## config.mk

```make
export PLATFORM = sky130hd
export DESIGN_NAME = motion_sequencer
export DESIGN_NICKNAME = d
export VERILOG_FILES = /design/src/rtl/motion_sequencer_pkg.sv /design/src/rtl/motion_sequencer_cmd_fifo.sv /design/src/rtl/motion_sequencer.sv
export SDC_FILE = /design/constraint.sdc
export NUM_CORES = 1
export LEC_CHECK = 0
export ABC_AREA = 1
export BUFFER_PORTS_ARGS = -buffer_cell sky130_fd_sc_hd__buf_2
export CORE_ASPECT_RATIO = 1.2
export CORE_UTILIZATION = 53
export CTS_BUF_LIST = sky130_fd_sc_hd__clkbuf_8
export DETAILED_ROUTE_END_ITERATION = 10
export PLACE_DENSITY = 0.79
export SYNTH_ARGS = -nofsm -noshare
export SYNTH_HDL_FRONTEND = slang
export SYNTH_SLANG_ARGS = --single-unit
```

## constraint.sdc

```tcl
create_clock -name clk -period 7.6 [get_ports clk]
set_clock_uncertainty 0.2 [all_clocks]
set_input_delay 0.76 -clock clk [delete_from_list [all_inputs] [get_ports clk]]
set_output_delay 0.76 -clock clk [all_outputs]
set_load 0.03 [all_outputs]
```

## src/rtl/motion_sequencer_pkg.sv

```systemverilog
// Shared types for the motion sequencer: FSM states, axis indices,
// step word geometry and the queued move record.
package motion_pkg;

  localparam int STEP_W   = 32;
  localparam int SIGN_BIT = STEP_W - 1;

  localparam int AXIS_X = 0;
  localparam int AXIS_Y = 1;
  localparam int AXIS_Z = 2;

  typedef enum logic [2:0] {
    ST_IDLE      = 3'd0,
    ST_ISSUE     = 3'd1,
    ST_WAIT_ACK  = 3'd2,
    ST_WAIT_DONE = 3'd3,
    ST_CHECK     = 3'd4,
    ST_FAULT     = 3'd5
  } state_e;

  // One queued move: three signed step counts plus the half-period speed.
  typedef struct packed {
    logic signed [STEP_W-1:0] z_step;
    logic signed [STEP_W-1:0] y_step;
    logic signed [STEP_W-1:0] x_step;
    logic        [STEP_W-1:0] speed;
  } move_t;

  // An axis takes part in a move unless its magnitude bits are all zero
  // (covers both +0 and the bare direction bit 32'h8000_0000).
  function automatic logic axis_active(input logic signed [STEP_W-1:0] step);
    return step[SIGN_BIT-1:0] != '0;
  endfunction

endpackage

```

## src/rtl/motion_sequencer_cmd_fifo.sv

```systemverilog
// Move FIFO between the command decoder and the sequencer FSM.
// Pointers carry one extra wrap bit so full and empty are distinguishable.
module cmd_fifo
  import motion_pkg::*;
#(
  parameter int FIFO_DEPTH = 4
) (
  input  logic  clk,
  input  logic  rst_n,
  input  logic  push,
  input  move_t push_data,
  input  logic  pop,
  input  logic  flush,
  output move_t head,
  output logic  full,
  output logic  empty
);

  localparam int AW = $clog2(FIFO_DEPTH);

  logic [AW:0] wr_ptr;
  logic [AW:0] rd_ptr;
  move_t       mem [FIFO_DEPTH];

  // Pointer control; flush discards everything including a same-cycle push.
  always_ff @(posedge clk or negedge rst_n) begin
    if (!rst_n) begin
      wr_ptr <= '0;
      rd_ptr <= '0;
    end else if (flush) begin
      wr_ptr <= '0;
      rd_ptr <= '0;
    end else begin
      if (push) wr_ptr <= wr_ptr + (AW+1)'(1);
      if (pop)  rd_ptr <= rd_ptr + (AW+1)'(1);
    end
  end

  // Storage is data only and needs no reset.
  always_ff @(posedge clk) begin
    if (push && !flush) mem[wr_ptr[AW-1:0]] <= push_data;
  end

  assign head  = mem[rd_ptr[AW-1:0]];
  assign empty = (wr_ptr == rd_ptr);
  assign full  = (wr_ptr[AW] != rd_ptr[AW]) && (wr_ptr[AW-1:0] == rd_ptr[AW-1:0]);

endmodule

```

## src/rtl/motion_sequencer.sv

```systemverilog
// Three-axis move sequencer: pops queued moves, strobes the participating
// stepper channels together, waits for all of them, and latches a fault on
// a short move or an abort until software clears it.
module motion_sequencer
  import motion_pkg::*;
#(
  parameter int FIFO_DEPTH = 4,
  parameter int CNT_W      = 16
) (
  input  logic                     clk,
  input  logic                     rst_n,
  input  logic                     cmd_valid,
  output logic                     cmd_ready,
  input  logic signed [STEP_W-1:0] cmd_x_step,
  input  logic signed [STEP_W-1:0] cmd_y_step,
  input  logic signed [STEP_W-1:0] cmd_z_step,
  input  logic        [STEP_W-1:0] cmd_speed,
  input  logic                     abort,
  input  logic                     fault_clear,
  output logic signed [STEP_W-1:0] x_step_in,
  output logic signed [STEP_W-1:0] y_step_in,
  output logic signed [STEP_W-1:0] z_step_in,
  output logic        [STEP_W-1:0] x_speed,
  output logic        [STEP_W-1:0] y_speed,
  output logic        [STEP_W-1:0] z_speed,
  output logic                     x_start,
  output logic                     y_start,
  output logic                     z_start,
  output logic                     stepper_enable,
  input  logic                     x_driving,
  input  logic                     y_driving,
  input  logic                     z_driving,
  input  logic signed [STEP_W-1:0] x_step_rem,
  input  logic signed [STEP_W-1:0] y_step_rem,
  input  logic signed [STEP_W-1:0] z_step_rem,
  output logic                     busy,
  output logic                     fault,
  output logic [2:0]               fault_axis,
  output logic                     fault_abort,
  output logic [CNT_W-1:0]         moves_done
);

  state_e     state;
  logic [2:0] mask;
  logic [2:0] start_vec;

  move_t      cmd_move;
  move_t      head;
  logic       fifo_push;
  logic       fifo_pop;
  logic       fifo_flush;
  logic       fifo_full;
  logic       fifo_empty;

  logic       abort_hit;
  logic [2:0] head_mask;
  logic [2:0] driving_vec;
  logic [2:0] rem_nz;
  logic [2:0] short_axes;

  assign cmd_move = '{z_step: cmd_z_step, y_step: cmd_y_step,
                      x_step: cmd_x_step, speed: cmd_speed};

  // Per-axis views of the FIFO head and the channel status, indexed by axis.
  always_comb begin
    head_mask           = '0;
    driving_vec         = '0;
    rem_nz              = '0;
    head_mask[AXIS_X]   = axis_active(head.x_step);
    head_mask[AXIS_Y]   = axis_active(head.y_step);
    head_mask[AXIS_Z]   = axis_active(head.z_step);
    driving_vec[AXIS_X] = x_driving;
    driving_vec[AXIS_Y] = y_driving;
    driving_vec[AXIS_Z] = z_driving;
    rem_nz[AXIS_X]      = (x_step_rem != '0);
    rem_nz[AXIS_Y]      = (y_step_rem != '0);
    rem_nz[AXIS_Z]      = (z_step_rem != '0);
  end

  assign short_axes = mask & rem_nz;
  assign abort_hit  = abort && (state != ST_FAULT);
  assign cmd_ready  = !fifo_full && (state != ST_FAULT) && !abort;
  assign busy       = !((state == ST_IDLE) && fifo_empty);
  assign fifo_push  = cmd_valid && cmd_ready;
  assign fifo_pop   = (state == ST_IDLE) && !fifo_empty && !abort;
  assign fifo_flush = abort_hit || ((state == ST_CHECK) && (short_axes != '0));

  cmd_fifo #(
    .FIFO_DEPTH (FIFO_DEPTH)
  ) u_cmd_fifo (
    .clk       (clk),
    .rst_n     (rst_n),
    .push      (fifo_push),
    .push_data (cmd_move),
    .pop       (fifo_pop),
    .flush     (fifo_flush),
    .head      (head),
    .full      (fifo_full),
    .empty     (fifo_empty)
  );

  assign x_start = start_vec[AXIS_X];
  assign y_start = start_vec[AXIS_Y];
  assign z_start = start_vec[AXIS_Z];

  // Sequencer FSM with registered channel outputs; abort overrides every
  // non-FAULT state, a short move overrides completion.
  always_ff @(posedge clk or negedge rst_n) begin
    if (!rst_n) begin
      state          <= ST_IDLE;
      mask           <= '0;
      start_vec      <= '0;
      x_step_in      <= '0;
      y_step_in      <= '0;
      z_step_in      <= '0;
      x_speed        <= '0;
      y_speed        <= '0;
      z_speed        <= '0;
      stepper_enable <= 1'b1;
      fault          <= 1'b0;
      fault_axis     <= '0;
      fault_abort    <= 1'b0;
      moves_done     <= '0;
    end else begin
      start_vec <= '0;
      if (abort_hit) begin
        state          <= ST_FAULT;
        fault          <= 1'b1;
        fault_abort    <= 1'b1;
        stepper_enable <= 1'b0;
      end else begin
        case (state)
          ST_IDLE: begin
            if (!fifo_empty) begin
              x_step_in <= head.x_step;
              y_step_in <= head.y_step;
              z_step_in <= head.z_step;
              x_speed   <= head.speed;
              y_speed   <= head.speed;
              z_speed   <= head.speed;
              mask      <= head_mask;
              if (head_mask == '0) begin
                state <= ST_CHECK;
              end else begin
                state     <= ST_ISSUE;
                start_vec <= head_mask;
              end
            end
          end
          ST_ISSUE:     state <= ST_WAIT_ACK;
          ST_WAIT_ACK:  state <= ST_WAIT_DONE;
          ST_WAIT_DONE: if ((driving_vec & mask) == '0) state <= ST_CHECK;
          ST_CHECK: begin
            if (short_axes != '0) begin
              state          <= ST_FAULT;
              fault          <= 1'b1;
              fault_axis     <= short_axes;
              stepper_enable <= 1'b0;
            end else begin
              state      <= ST_IDLE;
              moves_done <= moves_done + CNT_W'(1);
            end
          end
          ST_FAULT: begin
            if (fault_clear) begin
              state          <= ST_IDLE;
              fault          <= 1'b0;
              fault_axis     <= '0;
              fault_abort    <= 1'b0;
              stepper_enable <= 1'b1;
            end
          end
          default: state <= ST_IDLE;
        endcase
      end
    end
  end

endmodule

```

### Yosys cells after proc, flatten, opt, wreduce, memory -nomap -nowiden

Memory sizes are Yosys's and may differ from the RTL's.
Cells that the tools add are included.

| storage, ports and cells | value |
|---|---|
| input bits | 232 |
| RAM bits | 512 |
| memories kept | 1 |
| logic and storage cells | 105 |
| register bits after elaboration | 165 |
| output and inout bits | 219 |

Memories:

| memory | words | bits a word | rd ports | clocked after Yosys merged registers in | wr ports | RTL line | text |
|---|---|---|---|---|---|---|---|
| u_cmd_fifo.mem | 4 | 128 | 1 | 0 | 1 | motion_sequencer_cmd_fifo.sv:23 | `move_t mem [FIFO_DEPTH];` |

| operators by class | value |
|---|---|
| bitwise gates (word level) | 5 |
| reductions and logical operators | 38 |
| mux-type cells | 29 |
| eq/ne operators | 15 |
| add/sub/neg operators | 3 |

Operator list:

| operator | number |
|---|---|
| $reduce_bool 32->1 | 3 |
| $reduce_bool 31->1 | 3 |
| $mux 3 | 15 |
| $pmux 3 s6 | 1 |
| $add 16x1->16 const B | 1 |
| $ne 3x3->1 const B | 4 |
| $reduce_and 3->1 | 4 |
| $logic_and 1x1->1 | 10 |
| $mux 1 | 10 |
| $reduce_bool 2->1 | 5 |
| $logic_not 3->1 | 3 |
| $add 3x1->3 const B | 2 |
| $and 3x3->3 | 2 |
| $eq 3x2->1 const B | 2 |
| $eq 3x3->1 const B | 2 |
| $pmux 3 s2 | 1 |
| $reduce_bool 3->1 | 2 |
| $logic_not 1->1 | 5 |
| $pmux 1 s2 | 2 |
| $reduce_and 4->1 | 1 |
| $eq 3x1->1 const B | 1 |
| $eq 3x3->1 | 1 |
| $ne 3x2->1 const B | 1 |
| $not 1->1 | 3 |
| 6 further kinds | 6 |

### Logic depth before layout (Yosys ltp)

| depth | value |
|---|---|
| depth after elaboration | 9 |
| gate-level depth with buffers | 18 |
| gate-level depth less buffers | 15 |

### Cells and area by module

A second synthesis with hierarchy kept.

| second synthesis, totals | value |
|---|---|
| cells, all modules | 2543 |
| area, all modules | 28424.8 sq um |

Modules (own cells, without submodules):

| module | times used | cells an instance | area each (sq um) | seq. area each (sq um) |
|---|---|---|---|---|
| cmd_fifo | 1 | 1544 | 20835.0 | 15524.9 |
| motion_sequencer | 1 | 999 | 7589.8 | 3980.1 |

### Worst setup path after synthesis

Ideal clock, no wire load.

| timing path | value |
|---|---|
| kind | input to register |
| from | input port x_step_rem[31] |
| to | memory u_cmd_fifo.mem[0][0] (netlist name), enable pin |
| arrival time | 7.201 ns |
| buffers on the path | 0 |
| library setup time | 0.616 ns |
| setup slack | -0.417 ns |
| stages | 12 |
| data required time | 6.784 ns |
| cell sequence | nor2_1 -> nand2_1 -> nor2_1 -> nand2_1 -> o21ai_0 -> and2_1 -> nand2_1 -> nand2_1 -> nand2_1 -> nor2_1 -> inv_1 -> nor2_1 |

| on the way | value |
|---|---|
| cells in the longest elaborated chain, start to end | 9 |

Ends and longest elaborated chain:

| element | RTL line | text |
|---|---|---|
| start: declaration | motion_sequencer.sv:33 | `input logic signed [STEP_W-1:0] x_step_rem,` |
| $reduce_bool 32->1 | motion_sequencer.sv:75 | `rem_nz[AXIS_X] = (x_step_rem != '0);` |
| $and 3x3->3 | motion_sequencer.sv:80 | `assign short_axes = mask & rem_nz;` |
| $reduce_bool 3->1 | motion_sequencer.sv:86 | `assign fifo_flush = abort_hit \|\| ((state == ST_CHECK) && (short_axes != '0));` |
| $logic_and 1x1->1 | motion_sequencer.sv:86 |  |
| $logic_or 1x1->1 | motion_sequencer.sv:86 |  |
| $logic_not 1->1 | motion_sequencer_cmd_fifo.sv:41 | `if (push && !flush) mem[wr_ptr[AW-1:0]] <= push_data;` |
| $logic_and 1x1->1 | motion_sequencer_cmd_fifo.sv:41 |  |
| $mux 1 | motion_sequencer_cmd_fifo.sv:41 |  |
| $mux 1 (not written as such) | motion_sequencer_cmd_fifo.sv:41 |  |
| end: declaration | motion_sequencer_cmd_fifo.sv:23 |  |

Every way passes these cells.

### Worst setup path after layout

| timing path | value |
|---|---|
| from | register u_cmd_fifo.rd_ptr[1] |
| to | register state[2] |

| on the way | value |
|---|---|
| cells in the longest elaborated chain, start to end | 7 |
| elaborated cells between the ends (all ways) | 12 |
| classes of those cells | eq/ne (2); mux (4); reduce/logical (5); memory (1) |

Ends and longest elaborated chain:

| element | RTL line | text |
|---|---|---|
| start: declaration | motion_sequencer_cmd_fifo.sv:22 | `logic [AW:0] rd_ptr;` |
| start signal: assignment | motion_sequencer_cmd_fifo.sv:35 | `if (pop) rd_ptr <= rd_ptr + (AW+1)'(1);` |
| $mem_v2 4x128 | - |  |
| $reduce_bool 31->1 | motion_sequencer_pkg.sv:32 | `return step[SIGN_BIT-1:0] != '0;` |
| $logic_not 3->1 | motion_sequencer.sv:142 | `if (head_mask == '0) begin` |
| $mux 3 | motion_sequencer.sv:142 |  |
| $mux 3 | motion_sequencer.sv:134 | `if (!fifo_empty) begin` |
| $pmux 3 s6 | motion_sequencer.sv:132 | `case (state)` |
| $mux 3 | motion_sequencer.sv:126 | `if (abort_hit) begin` |
| end signal: assignment | motion_sequencer.sv:127 | `state <= ST_FAULT;` |
| end signal: assignment | motion_sequencer.sv:143 | `state <= ST_CHECK;` |
| end signal: assignment | motion_sequencer.sv:145 | `state <= ST_ISSUE;` |
| end: declaration | motion_sequencer.sv:43 | `state_e state;` |

Parallel ways exist; a longest one is shown, timed or not. The select of a mux whose other input is x is not followed.
A chain may end at the register's enable or synchronous reset.

==> impl_metrics.ini <==
[cts]
ctsHoldBuffers = 1
clk_latency_ps = 690
post_cts_buffers = 0
cts_tree = yes
root_buffer = clkbuf_8
ctsResizeCount = 0
path_clk_slew_ps = 70
cts_buffer_depth = 3
cts_buffers = 99
htreeDepth = 3
cts.sinks = 677

[global_route]
gr-total-overflow = 0
grt_pass1_wl_um = 99700
antenna_found_initial = 26
grt_max_degree = 170
grt_use_total_pct = 24.9
grt_pass1_vias = 18860

[power]
p_per_area_nw_per_um2 = 340
finalPower_uw = 10700
internal-power_uw = 6820
power.leakage_uw = 0.0132
p_comb_share_pct = 27.1
irDropWorstVdd_mv = 0.228
pwr-share-seq_pct = 45.5
swShare_pct = 36.1
p_sw_uw = 3840
p_clk_share_pct = 27.4

[yosys]
synth_area_sq_um = 27000
yosys_warnings = 0
syn_nets = 2607
syn_inst = 2369
postSynthAreaPerCell_sq_um = 11.4
ys_seq_area_share_pct = 72.3
synth.distinct_cells = 28
ys_ff_latch = 677

[place]
place_congestion = 0.839
portBuffers = 450
place_inst = 3299
hpwlAfterDp_um = 38700

[worst_hold_path]
min_to = u_cmd_fifo.mem[0][84]
timing.hold.worst.start = cmd_y_step[20]
hold_class = primary input to flop
hold_depth = 1

[worst_setup_path]
reg2reg_slack_ps = 3240
end_kind = flop
cp.arrival_ps = 4770
crit_start = u_cmd_fifo.rd_ptr[1]
crit_type = flop to flop
rr_endpoint = state[2]
timing.rr.start = u_cmd_fifo.rd_ptr[1]
cp_max_fo = 76
path_cells = inv_4, buf_4, nand3_1, nand2_1, nand2_1, nor2_1, nand4_1, nor2_1, nand3_1, nand2_1, nand2_1, nand2_1
path_buf_inv = 2
required_ps = 8010
critPathMostFrequentCell = nand2_1
rr_worst_depth = 12
cpLargestDelayFamily = simple AND/OR/NAND/NOR gates
cpPeakStageDelay_ps = 870
worst_setup_path_start_kind = flop
crit_path_top_delay_cell = inv_4

[floorplan]
fp.dieW_um = 208
ios = 451
fp.coreArea_sq_um = 50300
placementRows = 90
die_area_sq_um = 51800
start_util_pct = 53.6
die_h_um = 249

[timing]
rsz0062_at_grt = no
worst_pin_slew_ps = 1020
hold_viol_final = 0
slew_headroom_pct = 31.8
finalCriticalPeriod_ps = 4360
setup-violations-final = 0
period_share_pct = 57.4
whs_ps = 76.0
max_freq_ghz = 0.229
final-max-slew-violation-count = 0

[route]
wl_um = 64500
vias = 18847
routed_via_density = 5.38
drcViolationCount = 0
avgRoutedWirePerCell_um = 18.4
drtAntennaViolNets = 0
drt-initial-drc-count = 1475
first_pass_iters = 7

[finish]
layout_common_cells = 803 x nand2_1, 512 x edfxtp_1, 449 x buf_2
drive_above_1_share_pct = 22.1
layout.nets = 2995
fillers = 3857
final_common_cell = nand2_1
area_growth_pct = 16.1
stdcell_count = 3506

[run_status]
run_status = finished clean

[job]
cap_violations = 0
## metrics by stage
step | TNS (ps) | util, % | cell area, sq um | setup WS, ps
after global placement | 0 | 58.1 | 29200 | 3210
after floorplan | -185770 | - | 27000 | -417
after CTS | 0 | 62.2 | 31300 | 3260
final | 0 | 62.3 | 31300 | 3240
after global routing | 0 | 62.2 | 31300 | 2870
after detailed placement | 0 | 58.1 | 29200 | 3120
## state kept, by name, summed over array words and instances (netlist names)
| signal | cells |
|---|---|
| u_cmd_fifo.mem | 512 |
| x_step_in | 32 |
| y_step_in | 32 |
| z_speed | 32 |
| z_step_in | 32 |
| moves_done | 16 |
| fault_axis | 3 |
| mask | 3 |
| start_vec | 3 |
| state | 3 |
| u_cmd_fifo.rd_ptr | 3 |
| u_cmd_fifo.wr_ptr | 3 |
| fault | 1 |
| fault_abort | 1 |
| stepper_enable | 1 |
## cell families after synthesis
logic type	synth area share [%]
simple gates	17.9
flops	72.3
compound gates	4.38
buf+inv	4.46
xor+xnor	0.681
fa+ha+maj	0.278
## metal layers
layer  vias to the layer above  track usage (%)  part of all wire, %
met5                         -                0                 0.10
met4                        10             14.8                  4.7
met3                       168             5.42                  7.1
met2                       815             42.2                   50
met1                      9037             29.3                   38
li1                       8817                -                    -
## cell type report
class	instances	area (sq um)	area share [%]
Inverter	45	179	0.571
Tap cell	644	806	2.57
Sequential cell	677	19500	62.3
Antenna cell	19	47.5	0.152
Timing Repair Buffer	466	2420	7.73
Clock inverter	65	369	1.18
Clock buffer	122	1680	5.36
Multi-Input combinational cell	1468	6320	20.2
## worst max path at each step
| stage | to | cells past startpoint |
|---|---|---|
| 2_1_floorplan | u_cmd_fifo.mem[0][0] | 12 |
| 3_3_place_gp | u_cmd_fifo.mem[1][33] | 15 |
| 3_5_place_dp | u_cmd_fifo.mem[1][33] | 15 |
| 4_1_cts | state[2] | 12 |
| 5_1_grt | state[0] | 14 |
| 6_report | state[2] | 12 |
## Yosys cell counts (all sizes together)
cell / instances / area, sq um
inv: 44 / 165
nand2: 803 / 3010
edfxtp: 512 / 15400
nand4: 7 / 50.1
ha: 6 / 75.1
o211ai: 1 / 7.51
nand3: 194 / 971
nor3: 5 / 25.0
clkinv: 1 / 3.75
a21oi: 3 / 15.0
xnor2: 8 / 70.1
dfrtp: 164 / 4100
xor2: 13 / 114
o22ai: 36 / 225
dfstp: 1 / 26.3
buf: 137 / 878
and2: 1 / 6.26
nor2: 205 / 769
o21ai: 183 / 916
nor4: 1 / 6.26
clkbuf: 42 / 158
a21bo: 1 / 10.0
o21a: 1 / 7.51
## power by group through the flow
stage	Sequential, uW	Clock (uW)	Combinational (uW)
final	4860	2920	2890
after global routing	4910	3140	3120
after CTS	4860	2970	2900
after detailed placement	4930	0	2890
after global placement	4900	0	2840
after floorplan	5530	0	1540
Note: power is estimated with default switching activity, not from simulation.
